### src/rtl/ahb_response_mux.sv
`default_nettype none
// ============================================================================
//  Module      : ahb_response_mux
//  Description : Return path of one master port of a multilayer AHB
//                interconnect. Registers the decoder select at the address
//                phase, muxes the selected slave's HRDATA/HREADYOUT/HRESP
//                back to the master, and hosts the default slave that
//                answers unmapped accesses with a two-cycle ERROR response.
//  Revision    : 1.0 - initial release
// ============================================================================
module ahb_response_mux #(
    parameter int NUM_SLAVES = 2,
    parameter int DATA_WIDTH = 32,
    parameter int CNT_WIDTH  = 8
) (
    input  logic                             i_hclk,
    input  logic                             i_hreset,
    input  logic [NUM_SLAVES-1:0]            i_hsel,
    input  logic [1:0]                       i_htrans,
    input  logic [NUM_SLAVES*DATA_WIDTH-1:0] i_hrdata,
    input  logic [NUM_SLAVES-1:0]            i_hreadyout,
    input  logic [NUM_SLAVES-1:0]            i_hresp,
    output logic [DATA_WIDTH-1:0]            o_hrdata,
    output logic                             o_hready,
    output logic                             o_hresp,
    output logic [NUM_SLAVES-1:0]            o_dp_sel,
    output logic [CNT_WIDTH-1:0]             o_err_count
);

    // Default-slave states
    localparam logic [1:0] c_DS_IDLE = 2'd0;
    localparam logic [1:0] c_DS_ERR1 = 2'd1;
    localparam logic [1:0] c_DS_ERR2 = 2'd2;

    logic [NUM_SLAVES-1:0] r_dp_sel_q;
    logic [NUM_SLAVES-1:0] w_dp_sel_d;
    logic [1:0]            r_state_q;
    logic [1:0]            w_state_d;
    logic [CNT_WIDTH-1:0]  r_err_count_q;
    logic [CNT_WIDTH-1:0]  w_err_count_d;

    logic [NUM_SLAVES-1:0] w_hsel_lowest;
    logic [DATA_WIDTH-1:0] w_hrdata;
    logic                  w_hready;
    logic                  w_hresp;

    // HTRANS[0] only distinguishes IDLE/BUSY and NONSEQ/SEQ, which are
    // treated identically here.
    logic w_unused;
    assign w_unused = i_htrans[0];

    // Priority-pick the lowest asserted select so overlapping decoder
    // ranges resolve to the lowest slave index.
    always_comb begin
        w_hsel_lowest = '0;
        for (int k = NUM_SLAVES - 1; k >= 0; k--) begin
            if (i_hsel[k]) begin
                w_hsel_lowest    = '0;
                w_hsel_lowest[k] = 1'b1;
            end
        end
    end

    // Response mux: selected slave, or the default-slave/idle response.
    always_comb begin
        w_hrdata = '0;
        w_hready = 1'b1;
        w_hresp  = 1'b0;
        if (r_dp_sel_q != '0) begin
            // One-hot select, so an AND-OR mux is exact.
            w_hready = 1'b0;
            for (int k = 0; k < NUM_SLAVES; k++) begin
                if (r_dp_sel_q[k]) begin
                    w_hrdata = w_hrdata | i_hrdata[k*DATA_WIDTH +: DATA_WIDTH];
                    w_hready = w_hready | i_hreadyout[k];
                    w_hresp  = w_hresp  | i_hresp[k];
                end
            end
        end else begin
            case (r_state_q)
                c_DS_ERR1: begin
                    w_hready = 1'b0;
                    w_hresp  = 1'b1;
                end
                c_DS_ERR2: begin
                    w_hready = 1'b1;
                    w_hresp  = 1'b1;
                end
                default: begin
                    w_hready = 1'b1;
                    w_hresp  = 1'b0;
                end
            endcase
        end
    end

    // Next-state: sample the address phase only when the bus is ready;
    // ERR1 always advances to ERR2 since it is never a sample cycle.
    always_comb begin
        w_dp_sel_d    = r_dp_sel_q;
        w_state_d     = r_state_q;
        w_err_count_d = r_err_count_q;
        if (w_hready) begin
            if (i_htrans[1]) begin
                if (i_hsel != '0) begin
                    w_dp_sel_d = w_hsel_lowest;
                    w_state_d  = c_DS_IDLE;
                end else begin
                    w_dp_sel_d = '0;
                    w_state_d  = c_DS_ERR1;
                    if (r_err_count_q != {CNT_WIDTH{1'b1}}) begin
                        w_err_count_d = r_err_count_q + CNT_WIDTH'(1);
                    end
                end
            end else begin
                w_dp_sel_d = '0;
                w_state_d  = c_DS_IDLE;
            end
        end else if (r_state_q == c_DS_ERR1) begin
            w_state_d = c_DS_ERR2;
        end
    end

    // State registers with synchronous reset.
    always_ff @(posedge i_hclk) begin
        if (i_hreset) begin
            r_dp_sel_q    <= '0;
            r_state_q     <= c_DS_IDLE;
            r_err_count_q <= '0;
        end else begin
            r_dp_sel_q    <= w_dp_sel_d;
            r_state_q     <= w_state_d;
            r_err_count_q <= w_err_count_d;
        end
    end

    assign o_hrdata    = w_hrdata;
    assign o_hready    = w_hready;
    assign o_hresp     = w_hresp;
    assign o_dp_sel    = r_dp_sel_q;
    assign o_err_count = r_err_count_q;

endmodule
`default_nettype wire

### config.mk
export PLATFORM = sky130hd
export DESIGN_NAME = ahb_response_mux
export DESIGN_NICKNAME = d
export VERILOG_FILES = /design/src/rtl/ahb_response_mux.sv
export SDC_FILE = /design/constraint.sdc
export NUM_CORES = 1
export LEC_CHECK = 0
export ABC_AREA = 1
export ABC_CLOCK_PERIOD_IN_PS = 1600
export CAP_MARGIN = 10
export CORE_MARGIN = 8
export CORE_UTILIZATION = 27
export DETAILED_ROUTE_END_ITERATION = 10
export PLACE_DENSITY = 0.79
export SYNTH_ARGS = -nofsm -noshare
export SYNTH_HDL_FRONTEND = slang
export SYNTH_SLANG_ARGS = --single-unit
### constraint.sdc
create_clock -name i_hclk -period 1.6 [get_ports i_hclk]
set_input_delay 0.24 -clock i_hclk [delete_from_list [all_inputs] [get_ports i_hclk]]
set_output_delay 0.24 -clock i_hclk [all_outputs]
set_load 0.005 [all_outputs]
**Word level (Yosys, flattened, before mapping)**

Index checks and enable logic that the tools add are counted.

- Flip-flop bits (word level): 12
- Bits in latches: 0
- RAM bits: 0
- ROM bits: 0
- Bits of input ports: 74
- Output and inout bits: 44
- Memories: 0

- $add $sub $neg: 1
- Multiply operators: 0
- Div/mod/pow operators: 0
- Order comparisons: 0
- Eq/ne operators: 3
- Shift operators: 0
- Multiplexer cells: 22
- Bitwise gates (word level): 4
- Reduce and logical (&&, ||, !) cells: 5

Operators with widths:

| operator | number |
|---|---|
| $mux W32 | 4 |
| $or A32 B32 Y32 | 1 |
| $mux W2 | 7 |
| $mux W1 | 11 |
| $add A8 B1 Y8 const B | 1 |
| $ne A8 B8 Y1 const B | 1 |
| $reduce_bool A2 Y1 | 3 |
| $reduce_and A4 Y1 | 1 |
| $eq A2 B1 Y1 const B | 1 |
| $eq A2 B2 Y1 const B | 1 |
| $or A1 B1 Y1 | 2 |
| $reduce_or A2 Y1 | 1 |
| $not A1 Y1 | 1 |

**Depth between registers and ports, before layout**

Gate-level depths: netlist of the first run.

- Depth in word-level cells: 6
- Depth in mapped cells: 9

**Least setup slack after synthesis of the first run**

Ideal clock, no wire load.

- Path kind: flip-flop to flip-flop
- Start: reg r_err_count_q[0], in the netlist o_err_count[0]
- End: reg r_err_count_q[0], in the netlist o_err_count[0]
- Setup time: 0.070 ns
- Data arrival time: 1.229 ns
- Data required time: 1.530 ns
- Path slack: 0.300 ns
- Cell stages (with the launch flop): 9
- Path buffers: 0
- Period minus slack after synthesis: 1.300 ns
- Cells stage by stage: dfxtp_1 > ha_1 > nand3_2 > inv_2 > nand2_2 > clkinv_1 > nor2_8 > nand2_1 > a21oi_1

- Longest elaborated chain between the ends: 2
- Elaborated cells between the ends (all ways): 3

Ends and longest elaborated chain:

| item | RTL line | source |
|---|---|---|
| from (decl) | 39 | `logic [CNT_WIDTH-1:0] r_err_count_q;` |
| from (signal assigned) | 133 | `r_err_count_q <= w_err_count_d;` |
| parallel branches: the longest is 2 deep, another holds $add A8 B1 Y8 | -- |  |

Parallel ways; which one is timed is not known.
A chain may end at the register's enable or synchronous reset.

**Worst setup path in the final report of the first run**

- Start: reg r_dp_sel_q[0], in the netlist o_dp_sel[0]
- End: out o_hrdata[5]

- Longest elaborated chain between the ends: 5
- Elaborated cells between the ends (all ways): 6

Ends and longest elaborated chain:

| item | RTL line | source |
|---|---|---|
| from (decl) | 35 | `logic [NUM_SLAVES-1:0] r_dp_sel_q;` |
| from (signal assigned) | 131 | `r_dp_sel_q <= w_dp_sel_d;` |
| $mux W32 | 73 | `if (r_dp_sel_q[k]) begin` |
| $mux W32 | 69 | `if (r_dp_sel_q != '0) begin` |
| $or A32 B32 Y32 | 74 | `w_hrdata = w_hrdata \| i_hrdata[k*DATA_WIDTH +: DATA_WIDTH];` |
| $mux W32 | 73 |  |
| $mux W32 * | 69 |  |
| to (decl) | 23 | `output logic [DATA_WIDTH-1:0] o_hrdata,` |

Every way passes the cells marked *; elsewhere a longest branch is shown, timed or not. The select of a mux whose other input is x is not followed.

==> results of run 1 <==
==> stage by stage <==
stage,setup slack (ps),TNS [ps],hold WS [ps],util (%),std cells
floorplan,300,0,309,-,139
global placement,-175,-258,487,62.3,304
detailed placement,-228,-326,494,62.3,304
CTS,-88.3,-88.3,503,64.0,309
global route,17.4,0,534,64.2,309
finish,63.1,0,505,64.2,309
==> flip-flops by register name, indices dropped and copies added (netlist names) <==
| signal | cells |
|---|---|
| r_state_q | 2 |
| o_dp_sel | 2 |
| o_err_count | 8 |
==> Yosys cell counts <==
library cell,n
a21oi_1,11
nand2_2,2
clkinv_1,1
clkbuf_1,7
xor2_1,1
nand3b_1,1
nand2_4,1
inv_2,2
nand3_1,3
nor2_1,3
nor2_8,1
buf_6,2
nand2_8,1
nor2_4,1
ha_1,2
nand2_1,35
nand4_1,4
dfxtp_1,12
nor2_2,1
o311ai_0,1
a22o_1,32
o21ai_0,1
nand3_2,2
xnor2_1,2
inv_1,9
a211oi_1,1
==> cells by family after synthesis <==
logic type               after synthesis
AND/OR/NAND/NOR                       55
AO/OA/AOI/OAI                         46
buffers and inverters                 21
flip-flops                            12
XOR/XNOR                               3
adder cells (fa/ha/maj)                2
==> how the worst max path moves through the flow <==
stage,cells past startpoint,slack [ps],end,startpoint
6_report,4,60,o_hrdata[5],o_dp_sel[0]
5_1_grt,4,20,o_hrdata[5],o_dp_sel[0]
4_1_cts,4,-90,o_hresp,r_state_q[1]
3_5_place_dp,4,-230,o_hresp,r_state_q[1]
3_3_place_gp,4,-180,o_hresp,r_state_q[1]
2_1_floorplan,8,300,o_err_count[0],o_err_count[0]
==> area by class of cell <==
cell class | instances | area share (%)
tap | 48 | 2.56
inverter | 12 | 1.92
multi-input combinational | 106 | 30.3
timing repair buffer | 128 | 52.9
sequential | 12 | 10.5
clock buffer | 3 | 1.76
==> power groups by stage <==
stage	combinational [µW]	clock [µW]	sequential, µW
final	506	267	316
after global routing	545	286	317
after CTS	514	275	315
after detailed placement	538	0	319
after global placement	534	0	319
after floorplan	166	0	317
==> routing by layer <==
| metal | vias to the layer above | routed length [µm] | global-route usage, % |
|---|---|---|---|
| met5 | - | 0 | 0 |
| met4 | 0 | 17 | 2.83 |
| met3 | 2 | 445 | 5.53 |
| met2 | 73 | 2500 | 28.1 |
| met1 | 638 | 2290 | 19.2 |
| li1 | 741 | - | - |
==> critical path: cells and delay by family (launching register included) <==
kind,cells,cell delay (ps)
flip-flops,1,370
buffers and inverters,3,500
AO/OA/AOI/OAI,1,190
==> repair_timing <==
action                     in CTS  in global routing
resized for setup              51                  4
hold buffers                    0                  0
setup buffers                   2                  0
setup endpoints to repair      36                  3
pin swaps                       1                  0
==> metrics.md, run 1 <==
| Metric | Value |
|---|---|
| Share of layout cells above drive strength 1 | 11.9% |
| Mux cell area share after synthesis | 0% |
| Core Area | 3660 µm² |
| Pint | 805 µW |
| Crit. End Element | output port |
| Clk pwr share | 24.6% |
| IR drop worst, VDD | 0.378 mV |
| Worst-Margin Slew | 454 ps |
| WP data arrival | 1300 ps |
| DPL Wire Length | 4510 µm |
| Sw Pwr | 284 µW |
| Flop2flop setup slack | 150 ps |
| CTS max path bufs | 2 |
| Clock Root Buffer | clkbuf_8 |
| Vias in the first global route | 1403 |
| WHS Endpoint | r_state_q[0] |
| Register area share after synthesis | 23.2% |
| Mean Syn Cell Area | 7.44 µm² |
| Largest fanout on the critical path | 15 |
| Comb pwr share | 46.5% |
| Yosys cell types | 26 |
| Commonest non-fill, non-tap cells in the layout | clkdlybuf4s50_1 (82), nand2_1 (35), a22o_1 (32) |
| Filler cells | 333 |
| FF-to-FF End | o_err_count[4] |
| DP Area | 2280 µm² |
| Footprint of the multi-input gates | 712 µm² |
| Global-route usage over all layers | 16.3% |
| Final instance area | 2350 µm² |
| Synth Area in Adders | 2.42% |
| Post-Synthesis Cell Area | 1030 µm² |
| Yosys top cell area share | 27.1% |
| Commonest non-fill, non-tap cell in the layout | clkdlybuf4s50_1 |
| Diode count | 0 |
| Slew margin rel. | 69.6% |
| Initial antenna violation count | 0 |
| Largest net degree at the start of global routing | 20 |
| Die Ht | 77.9 µm |
| CTS tree | yes |
| Critical Path RT | 1360 ps |
| Slowest-stage cell, CP | dfxtp_4 |
| Maximum clock rate | 651 MHz |
| Htree depth | 1 |
| Status | completed |
| Final Max Tran Viols | 0 |
| Sequential cell area | 248 µm² |
| Largest family of logic cells by synthesized area | compound AO/OA/AOI/OAI gates |
| WL per Instance | 17.0 µm |
| Synth area leaders | a22o_1 (27%), dfxtp_1 (23%), nand2_1 (13%), a21oi_1 (5.3%), inv_1 (3.3%) |
| Port Buffers | 116 |
| Total power | 1090 µW |
| Worst-path clk slew | 50 ps |
| Pwr Density | 464 nW/µm² |
| Syn nets | 215 |
| Post-synthesis cell count | 139 |
| DR pass1 iterations | 4 |
| Die footprint | 6060 µm² |
| Yosys warning count | 0 |
| Skew final | 4.96 ps |
| Antenna Nets Post-Route | 0 |
| Clk_lat worst skew | 240 ps |
| Leak pwr | 0.00104 µW |
| Min Tclk post-route | 1540 ps |
| Simple-gate share of the synthesized area | 28.2% |
| Reg2Reg Depth | 8 |
| Post-synthesis xor/xnor area fraction | 2.54% |
| Switching part of the total | 26.1% |
| Final setup violation count | 0 |
| Cells on Worst Hold Path | 2 |
| Worst min path class | reg2reg |
| Post-synth top area cell | a22o_1 |
| Compound-Gate Fraction of Synth Area | 34.5% |
| Total grt overflow | 0 |
| Post-Route WL | 5250 µm |
| # DRC | 0 |
| Post-DR vias/cell | 4.71 |
| R2R Path Start | o_err_count[0] |
| Placer Congestion | 0.786 |
| First-pass GRT wire length | 7900 µm |
| Worst min-delay path startpoint | r_state_q[0] |
| FP Rows | 22 |
| First DRT Iteration DRCs | 42 |
| CP Cell Sequence | buf_8 -> buf_4 -> a22o_1 -> clkdlybuf4s15_1 |
| Starting density of the core | 28.2% |
| Type of origin of the critical path | register |
| Fin. Hold Viols | 0 |
| Sequential power share | 29.0% |
| Horiz. Die Dim | 77.9 µm |
| Ports | 118 |
| Synthesis-to-layout area growth | 127% |
| RSZ-0062 raised after global routing | false |
| CTS Buf Count | 3 |
| Worst Path Class, Setup | reg2out |
| Crit-path max cell delay | 370 ps |
| Nets | 339 |
| Num Clock Sinks | 12 |
| Max cap viols | 0 |
| Fin crit share | 96.1% |
| Flops & latches, synth | 12 |
| Vias | 1454 |
No activity file was read; power rests on OpenSTA's default activity.
==> run 2: changes to the inputs <==
--- a/config.mk
+++ b/config.mk
@@ -6,12 +6,12 @@
 export NUM_CORES = 1
 export LEC_CHECK = 0
 export ABC_AREA = 1
-export ABC_CLOCK_PERIOD_IN_PS = 1600
+export ABC_CLOCK_PERIOD_IN_PS = 1300
 export CAP_MARGIN = 10
 export CORE_MARGIN = 8
-export CORE_UTILIZATION = 27
+export CORE_UTILIZATION = 25
 export DETAILED_ROUTE_END_ITERATION = 10
-export PLACE_DENSITY = 0.79
+export PLACE_DENSITY = 0.77
 export SYNTH_ARGS = -nofsm -noshare
 export SYNTH_HDL_FRONTEND = slang
 export SYNTH_SLANG_ARGS = --single-unit
==> constraint.sdc (replaced) <==
create_clock -name i_hclk -period 1.3 [get_ports i_hclk]
set_input_delay 0.195 -clock i_hclk [delete_from_list [all_inputs] [get_ports i_hclk]]
set_output_delay 0.195 -clock i_hclk [all_outputs]
set_load 0.005 [all_outputs]
==> run 2 against run 1 <==
  * Sequential share of layout area about the same
  * Critical path depth up 1
  * Global-route usage is 0.26 points lower
  * Register-to-register slack got worse by 250 ps
  * The flow now finishes with violations (negative setup slack)
  * Total power is 36% higher
  * First-iteration DRC count down 21%
  * Sequential power grew 20%
  * Non-clock buffer count rose by 18
  * Routed wire length is 4.5% higher
  * Cell area grew 6.4%
==> metrics.md, run 2 (synthesis gave the netlist of run 1 again) <==
| Metric | Value |
|---|---|
| Post-DR vias/cell | 4.64 |
| Vias | 1532 |
| Largest net degree at the start of global routing | 19 |
| Worst min path class | reg2reg |
| Ports | 118 |
| Crit. End Element | output port |
| Synthesis-to-layout area growth | 142% |
| Worst min-delay path startpoint | o_err_count[7] |
| Hold buffers post-CTS | 0 |
| Starting density of the core | 25.8% |
| Crit-path max cell delay | 320 ps |
| Slew margin rel. | 75.5% |
| IR drop worst, VDD | 0.524 mV |
| Leak pwr | 0.00114 µW |
| Comb pwr share | 46.5% |
| DP Area | 2390 µm² |
| Critical path launch point | o_dp_sel[1] |
| Top cell by count, worst path | buf_6 |
| Worst setup margin | -145 ps |
| CTS max path bufs | 2 |
| Status | finished, violations left |
| Crit path max-delay family | buffers and inverters |
| Pint | 1080 µW |
| Violated checks | negative setup slack |
| First DRT Iteration DRCs | 33 |
| Share of layout cells above drive strength 1 | 39.3% |
| Die Ht | 80.3 µm |
| Worst-Margin Slew | 368 ps |
| Commonest non-fill, non-tap cells in the layout | clkdlybuf4s50_1 (72), buf_2 (33), a22o_1 (32) |
| First-pass GRT wire length | 8230 µm |
| Worst Path Class, Setup | reg2out |
| Slowest-stage cell, CP | dfxtp_2 |
| Initial antenna violation count | 0 |
| Placer Congestion | 0.793 |
| Critical Path RT | 1110 ps |
| CTS tree | yes |
| CTS Buf Count | 3 |
| Pwr Density | 592 nW/µm² |
| Fin crit share | 111% |
| WL per Instance | 16.6 µm |
| Final instance area | 2500 µm² |
| Setup tns final | -2770 ps |
| Post-Route WL | 5490 µm |
| R2R Path Start | o_dp_sel[0] |
| Switching part of the total | 27.3% |
| # DRC | 0 |
| Htree depth | 1 |
| Sw Pwr | 404 µW |
| Clock Root Buffer | clkbuf_8 |
| Num Clock Sinks | 12 |
| Sequential power share | 25.6% |
| Total grt overflow | 0 |
| Worst-path clk slew | 50 ps |
| Die footprint | 6450 µm² |
| Skew final | 0.869 ps |
| Type of origin of the critical path | register |
| Final Max Tran Viols | 0 |
| Antenna Nets Post-Route | 0 |
| Fin. Hold Viols | 0 |
| Largest register FFs | 8 |
| Total power | 1480 µW |
| Clk_lat worst skew | 240 ps |
| Global-route usage over all layers | 16.0% |
| DR pass1 iterations | 4 |
| Vias in the first global route | 1534 |
| Horiz. Die Dim | 80.3 µm |
| Min Tclk post-route | 1450 ps |
| WP data arrival | 1250 ps |
| Commonest non-fill, non-tap cell in the layout | clkdlybuf4s50_1 |
| Diode count | 0 |
| Worst Path Buf+Inv | 4 |
| DPL Wire Length | 4400 µm |
| Clk pwr share | 28.0% |
| CP Cell Sequence | buf_6 -> buf_12 -> buf_6 -> a22o_1 -> buf_2 |
| Largest fanout on the critical path | 11 |
| RSZ-0062 raised after global routing | true |
| Port Buffers | 116 |
| Nets | 357 |
| Final setup violation count | 38 |
| Maximum clock rate | 692 MHz |
| Core Area | 4000 µm² |
| FP Rows | 23 |
| Max cap viols | 0 |
run 2: path summary, 6_finish.rpt:
kind | endpoint | slack, ps | cells past startpoint
max | o_hrdata[5] | -150 | 5
min | o_err_count[7] | 500 | 2
max reg2reg | o_err_count[6] | -100 | 9
min reg2reg | o_err_count[7] | 500 | 2
run 2: stage by stage:
step	std cells	util, %	worst slack (ps)	hold slack, ps
5_1_grt	330	62.5	-185	522
4_1_cts	331	61.7	-155	494
2_1_floorplan	139	-	0.266	264
6_report	330	62.5	-145	499
3_3_place_gp	318	59.6	-359	486
3_5_place_dp	318	59.6	-403	488
run 2: cell type report:
type	instances	area [µm²]
clock buffers	4	55.1
fillers	362	1500
inverters	12	47.5
multi-input cells	106	805
flip-flops and latches	12	264
well taps	50	62.6
repair buffers	146	1270
run 2: power groups by stage:
stage / sequential, µW / clock, µW / combinational [µW]
2_1_floorplan: 390 / 0 / 205
3_3_place_gp: 388 / 0 / 680
3_5_place_dp: 388 / 0 / 687
4_1_cts: 378 / 417 / 690
5_1_grt: 380 / 442 / 739
6_report: 378 / 414 / 688
run 2: metal layers:
metal | vias up | wire, µm | GRT usage [%]
met5 | - | 0 | 0
met3 | 4 | 397 | 4.80
li1 | 782 | - | -
met2 | 71 | 2730 | 28.8
met1 | 675 | 2330 | 18.3
met4 | 0 | 29 | 2.73
run 2: worst min-delay path, delay by kind of cell, from the launching register on:
| kind | cells | cell delay [ps] |
|---|---|---|
| and+or+nand+nor | 1 | 70 |
| AOI/OAI and AO/OA | 1 | 60 |
| DFF | 1 | 340 |
run 2: what timing repair did:
item | in CTS | in global routing
setup endpoints to repair | 53 | 45
pin swaps | 5 | 6
buffers inserted | 8 | 3
resized for setup | 190 | 15
gates cloned | 1 | 0
